[src/rtl/seg_scan_driver_if.sv]
// -----------------------------------------------------------------------------
// seg_scan_driver_if
//
// Purpose : Groups the datapath-facing and pin-facing signals of the
//           seven-segment scan driver into one bundle.
//
// Signals :
//   digits_in   packed 4-bit digit codes, digit i = bits [4i+3:4i]
//   digit_en    per-digit enable, 0 blanks that digit
//   load        single-cycle strobe capturing digits_in/digit_en
//   seg_out     segments {a,b,c,d,e,f,g}, active-low
//   an_out      digit anodes, active-low
//   frame_done  one-cycle pulse at the end of each full scan
//
// Modports:
//   master  the clock/counter datapath that supplies digits
//   slave   the scan driver itself
// -----------------------------------------------------------------------------
interface seg_scan_driver_if #(
    parameter int NUM_DIGITS = 6
);

    logic [4*NUM_DIGITS-1:0] digits_in;
    logic [NUM_DIGITS-1:0]   digit_en;
    logic                    load;
    logic [6:0]              seg_out;
    logic [NUM_DIGITS-1:0]   an_out;
    logic                    frame_done;

    modport master (
        output digits_in,
        output digit_en,
        output load,
        input  seg_out,
        input  an_out,
        input  frame_done
    );

    modport slave (
        input  digits_in,
        input  digit_en,
        input  load,
        output seg_out,
        output an_out,
        output frame_done
    );

endinterface : seg_scan_driver_if

[src/rtl/seg_scan_driver.sv]
// -----------------------------------------------------------------------------
// seg_scan_driver
//
// Purpose : Time-multiplexed seven-segment driver. Captures NUM_DIGITS packed
//           4-bit digit codes into a shadow buffer, promotes them to the frame
//           buffer only at a frame boundary (no tearing mid-scan) and scans one
//           digit per slot onto a shared active-low segment bus with active-low
//           per-digit anode enables.
//
// Parameters:
//   NUM_DIGITS  number of digits scanned (1..16)
//   CLK_DIV     clk cycles per digit slot (>= 2)
//   HEX_MODE    0: codes 10..15 blank, 1: codes 10..15 render A,b,C,d,E,F
//
// Ports:
//   clk    system clock
//   reset  synchronous, active-high reset
//   bus    seg_scan_driver_if.slave (digits_in, digit_en, load in;
//          seg_out, an_out, frame_done out, all outputs registered)
//
// Build option:
//   SEG_SCAN_LZ_SUPPRESS_EN  when defined, zero digits above the most
//                            significant nonzero enabled digit are blanked
//                            (digit 0 is never blanked by this rule).
// -----------------------------------------------------------------------------
module seg_scan_driver #(
    parameter int NUM_DIGITS = 6,
    parameter int CLK_DIV    = 50000,
    parameter int HEX_MODE   = 0
) (
    input  logic             clk,
    input  logic             reset,
    seg_scan_driver_if.slave bus
);

    // -------------------------------------------------------------------------
    // Local types and constants
    // -------------------------------------------------------------------------
    localparam int PRE_W  = (CLK_DIV > 1)    ? $clog2(CLK_DIV)    : 1;
    localparam int SLOT_W = (NUM_DIGITS > 1) ? $clog2(NUM_DIGITS) : 1;

    localparam logic [PRE_W-1:0]  PRE_LAST  = PRE_W'(CLK_DIV - 1);
    localparam logic [SLOT_W-1:0] SLOT_LAST = SLOT_W'(NUM_DIGITS - 1);

    typedef logic [3:0]                 code_t;
    typedef logic [6:0]                 seg_t;
    typedef code_t [NUM_DIGITS-1:0]     digit_vec_t;
    typedef logic  [NUM_DIGITS-1:0]     mask_t;

    localparam seg_t SEG_BLANK = 7'b1111111;

    // Glyph table, bit order {a,b,c,d,e,f,g}, 0 = segment lit.
    function automatic seg_t glyph(input code_t code);
        seg_t seg;
        case (code)
            4'd0:    seg = 7'b0000001;
            4'd1:    seg = 7'b1001111;
            4'd2:    seg = 7'b0010010;
            4'd3:    seg = 7'b0000110;
            4'd4:    seg = 7'b1001100;
            4'd5:    seg = 7'b0100100;
            4'd6:    seg = 7'b0100000;
            4'd7:    seg = 7'b0001111;
            4'd8:    seg = 7'b0000000;
            4'd9:    seg = 7'b0000100;
            4'd10:   seg = (HEX_MODE != 0) ? 7'b0001000 : SEG_BLANK;
            4'd11:   seg = (HEX_MODE != 0) ? 7'b1100000 : SEG_BLANK;
            4'd12:   seg = (HEX_MODE != 0) ? 7'b0110001 : SEG_BLANK;
            4'd13:   seg = (HEX_MODE != 0) ? 7'b1000010 : SEG_BLANK;
            4'd14:   seg = (HEX_MODE != 0) ? 7'b0110000 : SEG_BLANK;
            4'd15:   seg = (HEX_MODE != 0) ? 7'b0111000 : SEG_BLANK;
            default: seg = SEG_BLANK;
        endcase
        return seg;
    endfunction

    // -------------------------------------------------------------------------
    // State
    // -------------------------------------------------------------------------
    logic [PRE_W-1:0]  prescaler_q,      prescaler_d;
    logic [SLOT_W-1:0] slot_q,           slot_d;
    digit_vec_t        shadow_digits_q,  shadow_digits_d;
    mask_t             shadow_en_q,      shadow_en_d;
    logic              pending_q,        pending_d;
    digit_vec_t        frame_digits_q,   frame_digits_d;
    mask_t             frame_en_q,       frame_en_d;
    seg_t              seg_q,            seg_d;
    mask_t             an_q,             an_d;
    logic              frame_done_q,     frame_done_d;

    // -------------------------------------------------------------------------
    // Input view and scan-position decode
    // -------------------------------------------------------------------------
    digit_vec_t digits_in_w;
    logic       pre_wrap;     // last cycle of the current slot
    logic       frame_end;    // last cycle of the last slot
    mask_t      visible;      // digits that are actually lit this frame
    code_t      cur_code;

    assign digits_in_w = bus.digits_in;
    assign pre_wrap    = (prescaler_q == PRE_LAST);
    assign frame_end   = pre_wrap && (slot_q == SLOT_LAST);
    assign cur_code    = frame_digits_q[slot_q];

`ifdef SEG_SCAN_LZ_SUPPRESS_EN
    // Leading-zero suppression, evaluated on the frame buffer so it changes
    // only at frame boundaries together with the displayed data.
    mask_t lz_mask;

    always_comb begin
        logic seen_nonzero;
        seen_nonzero = 1'b0;
        lz_mask      = '0;
        // Walk from the most significant digit down; digit 0 is excluded so
        // an all-zero value still shows a single 0.
        for (int i = NUM_DIGITS - 1; i >= 1; i--) begin
            if (frame_en_q[i] && (frame_digits_q[i] != 4'd0)) begin
                seen_nonzero = 1'b1;
            end
            lz_mask[i] = !seen_nonzero && (frame_digits_q[i] == 4'd0);
        end
    end

    assign visible = frame_en_q & ~lz_mask;
`else
    assign visible = frame_en_q;
`endif

    // -------------------------------------------------------------------------
    // Next-state logic
    // -------------------------------------------------------------------------
    always_comb begin
        // NOTE: every variable gets a default before any branch, so no path
        // leaves a value unassigned and no latch is inferred.
        prescaler_d     = prescaler_q + 1'b1;
        slot_d          = slot_q;
        shadow_digits_d = shadow_digits_q;
        shadow_en_d     = shadow_en_q;
        pending_d       = pending_q;
        frame_digits_d  = frame_digits_q;
        frame_en_d      = frame_en_q;
        seg_d           = SEG_BLANK;
        an_d            = '1;
        frame_done_d    = frame_end;

        // Slot timing.
        if (pre_wrap) begin
            prescaler_d = '0;
            slot_d      = (slot_q == SLOT_LAST) ? '0 : slot_q + 1'b1;
        end

        // Frame promotion uses the shadow contents held before any load in
        // this same cycle; that load then waits for the next boundary.
        if (frame_end && pending_q) begin
            frame_digits_d = shadow_digits_q;
            frame_en_d     = shadow_en_q;
            pending_d      = 1'b0;
        end

        if (bus.load) begin
            shadow_digits_d = digits_in_w;
            shadow_en_d     = bus.digit_en;
            pending_d       = 1'b1;
        end

        // Output drive. The last cycle of every slot is left dark so the
        // anode change never overlaps segment data of the neighbouring digit.
        if (!pre_wrap && visible[slot_q]) begin
            an_d[slot_q] = 1'b0;
            seg_d        = glyph(cur_code);
        end
    end

    // -------------------------------------------------------------------------
    // State registers
    // -------------------------------------------------------------------------
    always_ff @(posedge clk) begin
        // NOTE: non-blocking assignments only, so every register samples the
        // pre-edge value of every other register regardless of statement order.
        if (reset) begin
            prescaler_q     <= '0;
            slot_q          <= '0;
            shadow_digits_q <= '0;
            shadow_en_q     <= '0;
            pending_q       <= 1'b0;
            frame_digits_q  <= '0;
            frame_en_q      <= '0;
            seg_q           <= SEG_BLANK;
            an_q            <= '1;
            frame_done_q    <= 1'b0;
        end else begin
            prescaler_q     <= prescaler_d;
            slot_q          <= slot_d;
            shadow_digits_q <= shadow_digits_d;
            shadow_en_q     <= shadow_en_d;
            pending_q       <= pending_d;
            frame_digits_q  <= frame_digits_d;
            frame_en_q      <= frame_en_d;
            seg_q           <= seg_d;
            an_q            <= an_d;
            frame_done_q    <= frame_done_d;
        end
    end

    // -------------------------------------------------------------------------
    // Outputs
    // -------------------------------------------------------------------------
    assign bus.seg_out    = seg_q;
    assign bus.an_out     = an_q;
    assign bus.frame_done = frame_done_q;

endmodule : seg_scan_driver
[src/flat_wrapper.sv]
// flat-port wrapper written by rule: the top's interface ports become plain ports
module seg_scan_driver_flat 
#(
    parameter int NUM_DIGITS = 6,
    parameter int CLK_DIV    = 50000,
    parameter int HEX_MODE   = 0
)
  (clk, reset, bus_digits_in, bus_digit_en, bus_load, bus_seg_out, bus_an_out, bus_frame_done);
  seg_scan_driver_if #(.NUM_DIGITS(NUM_DIGITS)) bus_i ();
  input  logic clk;
  input  logic reset;
  input wire logic [$bits(bus_i.digits_in)-1:0] bus_digits_in;
  input wire logic [$bits(bus_i.digit_en)-1:0] bus_digit_en;
  input wire logic [$bits(bus_i.load)-1:0] bus_load;
  output wire logic [$bits(bus_i.seg_out)-1:0] bus_seg_out;
  output wire logic [$bits(bus_i.an_out)-1:0] bus_an_out;
  output wire logic [$bits(bus_i.frame_done)-1:0] bus_frame_done;
  assign bus_i.digits_in = bus_digits_in;
  assign bus_i.digit_en = bus_digit_en;
  assign bus_i.load = bus_load;
  assign bus_seg_out = bus_i.seg_out;
  assign bus_an_out = bus_i.an_out;
  assign bus_frame_done = bus_i.frame_done;
  seg_scan_driver #(.NUM_DIGITS(NUM_DIGITS), .CLK_DIV(CLK_DIV), .HEX_MODE(HEX_MODE)) u_core (.clk(clk), .reset(reset), .bus(bus_i));
endmodule
[config.mk]
export PLATFORM = sky130hd
export DESIGN_NAME = seg_scan_driver_flat
export DESIGN_NICKNAME = d
export VERILOG_FILES = /design/src/rtl/seg_scan_driver_if.sv /design/src/rtl/seg_scan_driver.sv /design/src/flat_wrapper.sv
export SDC_FILE = /design/constraint.sdc
export NUM_CORES = 1
export LEC_CHECK = 0
export CORE_MARGIN = 2
export CORE_UTILIZATION = 44
export CTS_BUF_LIST = sky130_fd_sc_hd__clkbuf_8
export CTS_CLUSTER_SIZE = 14
export DETAILED_ROUTE_END_ITERATION = 10
export PLACE_DENSITY = 0.75
export REMOVE_ABC_BUFFERS = 1
export SLEW_MARGIN = 20
export SYNTH_ARGS = -nofsm -noshare
export SYNTH_HDL_FRONTEND = slang
export SYNTH_SLANG_ARGS = --single-unit
[constraint.sdc]
create_clock -name clk -period 2.5 [get_ports clk]
set_input_delay 0.5 -clock clk [delete_from_list [all_inputs] [get_ports clk]]
set_output_delay 0.5 -clock clk [all_outputs]
set_load 0.01 [all_outputs]
==> impl_metrics.json <==
{
  "status": "completed",
  "cp-end-kind": "flip-flop",
  "grt_overflow": 0,
  "synth_top_area_cell": "dfxtp_1",
  "synth-seq-area-share_pct": 49.49,
  "max_stage_delay_ps": 580,
  "htreeDepth": 3,
  "yosysMostFrequentCell": "dfxtp_1",
  "grt_max_degree": 67,
  "holdPathStages": 2,
  "grt_pass1_vias": 2782,
  "cts_setup_buffers": 0,
  "antenna_found_initial": 0,
  "die-area_sq_um": 9401,
  "hold_start": "u_core.frame_en_q[2]$_SDFFE_PP0P_",
  "rr_worst_depth": 6,
  "grt_busiest_layer": "met2",
  "start_util_pct": 45.82,
  "worstPathCellList": "or4b_4 -> nor4_4 -> and4_1 -> buf_12 -> nand2_1 -> a21oi_1",
  "synthTopCellsByCount": "dfxtp_1 (94), nand2_1 (74), nor2_1 (56)",
  "drc_errors": 0,
  "relSlewSlack_pct": 57.72,
  "numCtsBuffers": 9,
  "gr-usage-met2_pct": 26.87,
  "path_buf_inv": 1,
  "startpoint_type": "flip-flop",
  "power_leakage_nw": 1.672,
  "grt.total_usage_pct": 16.01,
  "die_w_um": 96.96,
  "antenna_cells": 0,
  "syn_to_final_growth_pct": 19.74,
  "tightest_slew_ps": 634.2,
  "clockRootBuffer": "clkbuf_8",
  "place_ws_ps": 206.4,
  "gr-usage-met1_pct": 19.67,
  "final_nets": 503,
  "antenna_left": 0,
  "clock_latency_ps": 360,
  "path_clk_slew_ps": 80,
  "r2r_start": "u_core.prescaler_q[11]$_SDFF_PP0_",
  "drv_slew": 0,
  "crit_family": "simple AND/OR/NAND/NOR gates",
  "routed_wl_um": 7148,
  "crit_slowest_cell": "or4b_4",
  "drive_gt1_share_pct": 7.709,
  "synth_edf_count": 0,
  "rows": 33,
  "yosysWarningCount": 0,
  "syn_area_sq_um": 3802,
  "fin_crit_sh_pct": 86.82,
  "fmax_ghz": 0.4607,
  "hp-class": "flip-flop to flip-flop",
  "setup_viol": 0,
  "gp_congestion": 0.8508,
  "ios": 47,
  "rsz0062_at_grt": "false",
  "coreArea_sq_um": 8299,
  "synth_seq_cells": 94,
  "tns_ps": 0,
  "period_needed_ps": 2170,
  "viasPerCell": 5.080,
  "synth.distinct_cells": 40,
  "place_inst": 557,
  "async_flop_share_pct": 0,
  "grtUsageMet3_pct": 4.769,
  "critPathKind": "flip-flop to flip-flop",
  "final_cells": 572,
  "wl_per_cell_um": 12.50,
  "hold_viol_final": 0,
  "final_util_pct": 54.86,
  "cap_violations": 0,
  "layout_setup_ws_ps": 329.6,
  "syn_avg_cell_area_sq_um": 9.053,
  "reg2reg_setup_slack_ps": 330,
  "synth_area_leaders": "dfxtp_1 (49%), mux2i_1 (12%), nand2_1 (7.3%)",
  "cts_sinks": 94,
  "vdd_drop_max_mv": 0.3047,
  "powerDensity_nw_per_um2": 575.0,
  "finClkSkew_ps": 5.058,
  "cts_tree": "done",
  "drtIter0Drc": 122,
  "cts.path.max_buffers": 2,
  "hpwlAfterDp_um": 5042,
  "dr.pass1.iters": 6,
  "cp.required_ps": 2780,
  "whs_endpoint": "u_core.frame_en_q[2]$_SDFFE_PP0P_",
  "synth_top_area_share_pct": 49.49,
  "crit_fanout": 26,
  "cp_data_arrival_time_ps": 2450,
  "routed-via-count": 2906,
  "io_buffers": 46,
  "synth_flop_cell": "dfxtp_1",
  "die_h_um": 96.96,
  "r2r_end": "u_core.frame_digits_q[7]$_SDFFE_PP0P_",
  "grt_pass1_wl_um": 12480,
  "synth_cells": 420
}
-- worst reg2reg max path: cells and delay by family (launching register included) --
family,cells,cell delay (ps)
compound gates,1,140
simple gates,4,1380
flops,1,380
buf+inv,1,200
-- power by group --
group | switching, mW | internal, mW | leakage, nW
combinational | 0.0602 | 0.0809 | 0.811
clock | 0.491 | 0.436 | 0.0959
sequential | 0.0202 | 1.53 | 0.765
-- per-stage QoR --
step           hold WS, ps  power [mW]  cell area [sq um]
2_1_floorplan        422.3       1.634               3697
3_3_place_gp         436.2       1.724               4367
3_5_place_dp         446.3       1.728               4367
4_1_cts              458.8       2.648               4552
5_1_grt              476.8       2.715               4553
6_report             458.8       2.618               4553
-- cells in the final DEF, fill, tap and decap left out, types with 4 or more instances in the layout --
cell type and n:
nand3_1 13, mux2i_1 46, nor2_1 56, nand4_1 4, clkdlybuf4s50_1 44, buf_4 9
xor2_1 6, a21oi_1 38, inv_1 10, ha_1 7, nand2_1 74, xnor2_1 7
nor3_1 4, o21ai_0 7, dfxtp_1 93, clkbuf_8 12
-- logic make-up after synthesis --
kind of cell | after synthesis | synth area share [%]
AO/OA/AOI/OAI | 56 | 9.049
multiplexers | 47 | 12.41
buffers and inverters | 33 | 3.652
XOR/XNOR | 13 | 2.994
AND/OR/NAND/NOR | 170 | 20.11
adder cells (fa/ha/maj) | 7 | 2.303
flip-flops | 94 | 49.49
-- flip-flops by register name, indices dropped and copies added (netlist names) --
name,count
u_core.frame_digits_q,24
u_core.shadow_digits_q,24
u_core.prescaler_q,16
u_core.bus.seg_out,7
u_core.bus.an_out,6
u_core.frame_en_q,6
u_core.shadow_en_q,6
u_core.slot_q,3
u_core.bus.frame_done,1
u_core.pending_q,1
-- layer usage --
metal | routed length (um) | share of wire (%)
met5 | 0 | 0
met3 | 257 | 3.6
met1 | 3409 | 48
met4 | 112 | 1.6
met2 | 3370 | 47
-- how the worst max path moves through the flow --
stage	startpoint	cells after the start	slack (ps)	endpoint
final	u_core.prescaler_q[11]$_SDFF_PP0_	6	330	u_core.frame_digits_q[7]$_SDFFE_PP0P_
after global routing	u_core.slot_q[2]$_SDFFE_PP0P_	8	120	u_core.bus.seg_out[3]$_SDFF_PP1_
after CTS	u_core.slot_q[0]$_SDFFE_PP0P_	8	180	u_core.bus.seg_out[1]$_SDFF_PP1_
after detailed placement	u_core.slot_q[0]$_SDFFE_PP0P_	8	210	u_core.bus.seg_out[3]$_SDFF_PP1_
after global placement	u_core.slot_q[0]$_SDFFE_PP0P_	8	330	u_core.bus.seg_out[2]$_SDFF_PP1_
after floorplan	u_core.prescaler_q[11]$_SDFF_PP0_	5	200	u_core.frame_digits_q[0]$_SDFFE_PP0P_
-- repair_timing --
| item | CTS | global route |
|---|---|---|
| endpoints found under the setup margin | 0 | 2 |
| hold buffers | 0 | 0 |
| gates resized for setup | 0 | 1 |
-- layout make-up --
class	instances	area [sq um]
clock inverter	3	20.02
fill	742	3746
clock buffer	12	165.2
sequential	94	1883
timing repair buffer	56	538.0
tap	105	131.4
multi-input combinational	293	1782
inverter	9	33.78
No activity file was read; power rests on OpenSTA's default activity.
